===== src/rtl/mac_west_feeder.sv =====
// West-edge driver for a mac_tile row: queues 4-bit words in a small FIFO and, on start,
// issues one kernel-load word followed by num_act execute words on inst_w/out_w.
module mac_west_feeder #(
  parameter int unsigned bw     = 4,
  parameter int unsigned depth  = 8,
  parameter int unsigned cnt_bw = 4
) (
  input  logic              clk,
  input  logic              reset,
  input  logic [bw-1:0]     in_data,
  input  logic              in_valid,
  output logic              in_ready,
  input  logic              start,
  input  logic [cnt_bw-1:0] num_act,
  output logic [bw-1:0]     out_w,
  output logic [1:0]        inst_w,
  output logic              busy,
  output logic              done,
  output logic              stall
);

  localparam int unsigned AW = $clog2(depth);

  localparam logic [1:0] InstIdle = 2'b00;
  localparam logic [1:0] InstLoad = 2'b01;
  localparam logic [1:0] InstExec = 2'b10;

  typedef enum logic [1:0] {StIdle, StLoad, StExec, StDone} state_e;

  // FIFO storage and wrap-bit pointers
  logic [bw-1:0] mem_q [depth];
  logic [AW:0]   wr_ptr_q, wr_ptr_d;
  logic [AW:0]   rd_ptr_q, rd_ptr_d;
  logic          full, empty, push, pop;
  logic [bw-1:0] head;

  // Sequencer state and registered outputs
  state_e            state_q, state_d;
  logic              pend_q, pend_d;
  logic [cnt_bw-1:0] cnt_q, cnt_d;
  logic [bw-1:0]     out_w_q, out_w_d;
  logic [1:0]        inst_w_q, inst_w_d;
  logic              stall_q, stall_d;

  assign empty    = (wr_ptr_q == rd_ptr_q);
  assign full     = (wr_ptr_q[AW] != rd_ptr_q[AW]) &&
                    (wr_ptr_q[AW-1:0] == rd_ptr_q[AW-1:0]);
  assign in_ready = !full;
  // Full is taken from registered state, so a same-cycle pop never frees a slot early.
  assign push     = in_valid && !full;
  assign head     = mem_q[rd_ptr_q[AW-1:0]];

  always_comb begin
    wr_ptr_d = wr_ptr_q;
    rd_ptr_d = rd_ptr_q;
    if (push) wr_ptr_d = wr_ptr_q + (AW+1)'(1);
    if (pop)  rd_ptr_d = rd_ptr_q + (AW+1)'(1);
  end

  always_ff @(posedge clk) begin
    if (push) mem_q[wr_ptr_q[AW-1:0]] <= in_data;
  end

  always_comb begin
    state_d  = state_q;
    pend_d   = pend_q;
    cnt_d    = cnt_q;
    out_w_d  = out_w_q;
    inst_w_d = InstIdle;
    stall_d  = 1'b0;
    pop      = 1'b0;
    unique case (state_q)
      StIdle: begin
        if (!pend_q) begin
          if (start) begin
            pend_d = 1'b1;
            cnt_d  = num_act;
          end
        end else if (!empty) begin
          pop      = 1'b1;
          out_w_d  = head;
          inst_w_d = InstLoad;
          pend_d   = 1'b0;
          state_d  = StLoad;
        end
      end
      StLoad, StExec: begin
        if (cnt_q == '0) begin
          state_d = StDone;
        end else begin
          state_d = StExec;
          if (!empty) begin
            pop      = 1'b1;
            out_w_d  = head;
            inst_w_d = InstExec;
            cnt_d    = cnt_q - cnt_bw'(1);
          end else begin
            // Nothing to issue: hold out_w so the tile never sees a spurious word change.
            stall_d = 1'b1;
          end
        end
      end
      StDone: begin
        state_d = StIdle;
      end
      default: begin
        state_d = StIdle;
      end
    endcase
  end

  always_ff @(posedge clk or negedge reset) begin
    if (!reset) begin
      wr_ptr_q <= '0;
      rd_ptr_q <= '0;
      state_q  <= StIdle;
      pend_q   <= 1'b0;
      cnt_q    <= '0;
      out_w_q  <= '0;
      inst_w_q <= InstIdle;
      stall_q  <= 1'b0;
    end else begin
      wr_ptr_q <= wr_ptr_d;
      rd_ptr_q <= rd_ptr_d;
      state_q  <= state_d;
      pend_q   <= pend_d;
      cnt_q    <= cnt_d;
      out_w_q  <= out_w_d;
      inst_w_q <= inst_w_d;
      stall_q  <= stall_d;
    end
  end

  assign out_w  = out_w_q;
  assign inst_w = inst_w_q;
  assign stall  = stall_q;
  assign busy   = (state_q == StLoad) || (state_q == StExec);
  assign done   = (state_q == StDone);

endmodule


===== config.mk =====
export PLATFORM = sky130hd
export DESIGN_NAME = mac_west_feeder
export DESIGN_NICKNAME = d
export VERILOG_FILES = /design/src/rtl/mac_west_feeder.sv
export SDC_FILE = /design/constraint.sdc
export NUM_CORES = 1
export LEC_CHECK = 0
export ABC_AREA = 1
export BUFFER_PORTS_ARGS = -buffer_cell sky130_fd_sc_hd__buf_4
export CAP_MARGIN = 20
export CORE_ASPECT_RATIO = 0.9
export CORE_UTILIZATION = 54
export DETAILED_ROUTE_END_ITERATION = 12
export HOLD_SLACK_MARGIN = 0.02
export PLACE_DENSITY = 0.73
export SYNTH_ARGS = -nofsm -noshare
export SYNTH_HDL_FRONTEND = slang
export SYNTH_SLANG_ARGS = --single-unit

===== constraint.sdc =====
create_clock -name clk -period 1.9 [get_ports clk]
set_clock_uncertainty 0.15 [all_clocks]
set_input_delay 0.19 -clock clk [delete_from_list [all_inputs] [get_ports clk]]
set_output_delay 0.19 -clock clk [all_outputs]
set_load 0.02 [all_outputs]

==> impl_summary.md <==
Run status
The flow ran to the end, and the final reports show no timing, DRC or antenna violations.

Route
The DRC violations left is 0. The post-detailed-routing wire length is 5070 um. After the first detailed-routing iteration, the DRC count stood at between 60 and 70. The first detailed-routing pass ran for 4 iterations. The total number of vias is around 1900. After detailed routing, the average wire length per cell comes to between 10 and 15 um. The via count normalized by instance count is 5.14. Once detail routing completed, the nets flagged for antenna violations numbered 0.

Worst hold path
The min-delay analysis places its worst path in the category in -> reg.

Yosys
Synthesis produced a netlist whose cell count is 260. The net count after synthesis is 277. The register bit total from synthesis is 54. For this run, the number of Yosys warnings is 0. A synthesized cell averages 10.0 um2. The number of distinct library cells after synthesis is 29. The part of the Yosys area used for sequential elements is roughly three fifths. After synthesis the cells add up to roughly 2600 um2.

Die
The die is 67.9 um tall. The initial utilization of the core area, before any placement, comes to roughly 57%. The placeable core area is ~4500 um2. The die covers slightly above 5000 um2.

Row generation in the floorplan step produced 23 rows. The I/O pin count is 22. The horizontal die dimension is 75.2 um.

Power
The maximum vdd drop is ~0.0011 V. Summed over all cells, the static leakage comes to approximately 1.3 nW. After layout, the design draws a total of 0.00565 W. Power spread over the standard cell area amounts to roughly 1800 nW/um2.

STA
The highest attainable clock frequency is 544 MHz. The final critical path takes up 96.7% of the cycle. The hold violation total from the final report is 0. The final max-slew violation count was 0. The normalized max-slew margin is 75.3%. Setup repair after global routing could not meet its margin everywhere.

The worst path in the final design needs a cycle of around 1.8 ns, including I/O delays and setup. Setup violations remaining at the end of the flow were counted as 0. The actual transition at the worst max-transition pin is about 0.37 ns.

Global route
The first-pass GRT wire length is 8210 um. Entering global routing, the biggest net connects 23 pins. The number of antenna violations at the first check in global routing is 0. In the global route stage, overall resource usage came out at ~23%.

The number of global-route vias before repair is around 1800. The met2 track utilization from global routing is about a third. The global route total overflow is 0.

For met1 alone, demand over resource in global routing was 32.8%. The global-route layer with the greatest usage is met2. Global routing consumed, on the met3 layer, approximately 4.4% of the routing resources.

Clock network
The clock latency on the worst-skew pair is 0.30 ns. The number of clock sinks is between 50 and 60. Buffers inserted during clock tree synthesis total 5. Clock-pin slew was measured on the worst setup and hold paths at 0.09 ns.

CTS built an H-tree with a depth of 2. The buffer depth of the longest clock path is 2. The TritonCTS clock tree is built. The total setup buffers inserted after CTS is 0. CTS placed an instance of clkbuf_8 at the clock tree root.

Worst setup path
The required time of the critical path is around 1.7 ns. The arrival time of the worst setup path is 1.66 ns. The signal on the critical path passes through inv_4, nand2_2, nand2_2, a21oi_2, nand2_4, nand2_4, inv_4, nand2_2, nor2_1.

On the critical path, the stage with the largest delay is an instance of dfrtp_1. The worst setup path is captured at a register. The kind of cell adding the most delay to the critical path is simple AND/OR/NAND/NOR gates. In this run the worst path has a maximum fanout of 6. The launching element type of the critical path is a register. The most used cell along the critical path is nand2_2. The number of buffers and inverters on the critical path is 2. The critical path start-end classification is reg -> reg. On the worst path, the slowest cell contributes a delay of about 0.48 ns.

Placed design
The post-placement cell count is 350. The detailed placer's ending HPWL is about 3700 um. Routability-driven placement finished with a final weighted congestion of around 0.8.

The area of placed instances is about 2900 um2. The total of buffers placed on input and output ports is 21.

Cells and area
The post-route netlist has 26.5% of its cells at a drive strength greater than 1. In the final layout, the multi-input gates occupy around 1000 um2. The summed area of non-filler cells in the final layout is around 3000 um2. Summing all flip-flop and latch instances after layout gives 1510 um2. The number of antenna diodes in the final layout is 0. The final layout contains roughly 320 nets. The final cell count without fillers is roughly 360. The final core utilization is 68.0%. The area growth from synthesis to layout is 18.7%. The layout has 369 filler cells.

Run
The number of max-capacitance violations reported is 0.
==> cell usage after synthesis <==
cell | number | area (um2)
o21ai_1 | 3 | 15.0
a21oi_2 | 2 | 17.5
nand3_2 | 2 | 20.0
nand2_2 | 12 | 75.1
a211oi_2 | 1 | 12.5
inv_4 | 2 | 12.5
inv_1 | 15 | 56.3
nor3_1 | 2 | 10.0
buf_2 | 3 | 15.0
buf_6 | 2 | 22.5
nand2_4 | 4 | 45.0
nor2_1 | 37 | 139
nand4_1 | 4 | 25.0
nand3_1 | 12 | 60.1
edfxtp_1 | 32 | 961
nor2_4 | 1 | 11.3
o211ai_1 | 8 | 60.1
o211ai_2 | 1 | 12.5
a21oi_1 | 3 | 15.0
buf_4 | 2 | 15.0
nand2_1 | 52 | 195
xnor2_1 | 1 | 8.76
o21ai_2 | 2 | 17.5
nor2_8 | 1 | 20.0
o21ai_0 | 21 | 105
xor2_1 | 3 | 26.3
ha_1 | 5 | 62.6
dfrtp_1 | 22 | 551
inv_2 | 5 | 18.8
==> worst reg2reg max path: stages (launching register included) <==
cell	delay [ns]
dfrtp_1	0.48
inv_4	0.09
nand2_2	0.05
nand2_2	0.10
a21oi_2	0.05
nand2_4	0.07
nand2_4	0.06
inv_4	0.07
nand2_2	0.07
nor2_1	0.30
==> cells in the final DEF (no fill, tap or decap), drive strengths merged <==
master	count
o211ai	9
nor3	2
clkinv	1
nand4	4
nand2	68
inv	22
edfxtp	32
clkbuf	6
bufinv	1
xnor2	1
nand3	14
buf	35
a21oi	5
nor2	39
dlygate4sd3	6
xor2	3
dfrtp	22
ha	5
o21ai	26
a211oi	1
==> where the power goes <==
group          internal [W]  switching (W)  total, W
registers           0.00159       0.000207   0.00180
logic               0.00119        0.00193   0.00311
clock network      0.000389       0.000347  0.000736
total               0.00317        0.00248   0.00565
==> flip-flops by register name, summed over array words and instances (netlist names) <==
register,count
out_w,4
cnt_q,4
rd_ptr_q,4
stall,1
mem_q,32
state_q,2
wr_ptr_q,4
pend_q,1
inst_w,2
==> worst paths after layout <==
check / from / to / slack, ns / cells after the start
worst max-delay path: rd_ptr_q[2] / mem_q[1][0] / 0.06 / 9
worst min-delay path: in_valid / wr_ptr_q[0] / 0.06 / 4
worst max register to register: rd_ptr_q[2] / mem_q[1][0] / 0.06 / 9
worst min register to register: out_w[2] / out_w[2] / 0.34 / 2
max in group asynchronous: reset / wr_ptr_q[0] / 1.21 / 2
min in group asynchronous: reset / cnt_q[1] / 0.16 / 2
==> per-stage QoR <==
stage	worst slack [ns]	setup TNS [ns]	hold slack, ns
floorplan	0.106	0	-0.256
global placement	0.0596	0	-0.0517
detailed placement	0.0799	0	-0.0521
CTS	0.0473	0	0.0531
global route	-0.0578	-0.514	0.0594
finish	0.0622	0	0.0575
==> layer usage <==
| layer | up-vias | part of all wire (%) |
|---|---|---|
| met5 | - | 0 |
| met1 | 871 | 50 |
| met4 | 0 | 0.93 |
| met3 | 4 | 4.4 |
| met2 | 45 | 45 |
| li1 | 951 | - |
==> logic make-up (layout without fill, tap and decap cells) <==
| kind of cell | Yosys count | in the layout | synth area share [%] |
|---|---|---|---|
| buffers and inverters | 29 | 71 | 5.38 |
| AOI/OAI and AO/OA | 41 | 41 | 9.80 |
| xor gates and xnor gates | 4 | 4 | 1.35 |
| and+or+nand+nor | 127 | 127 | 23.1 |
| DFF | 54 | 54 | 58.0 |
| adders and majority gates | 5 | 5 | 2.40 |
==> layout make-up <==
class                      instances  share of cell area, %
sequential                        54                   48.9
multi-input combinational        177                   31.9
timing repair buffer              41                   10.4
inverter                          22                   2.83
tap                               62                   2.51
clock buffer                       6                   2.35
clock inverter                     2                   1.09
==> timing repair <==
action                                  in CTS  in global routing
resized for setup                            0                  8
hold buffers                                 6                  0
endpoints found under the hold margin       55                  0
endpoints found under the setup margin       0                 41
Power figures use the tool's default switching activity.
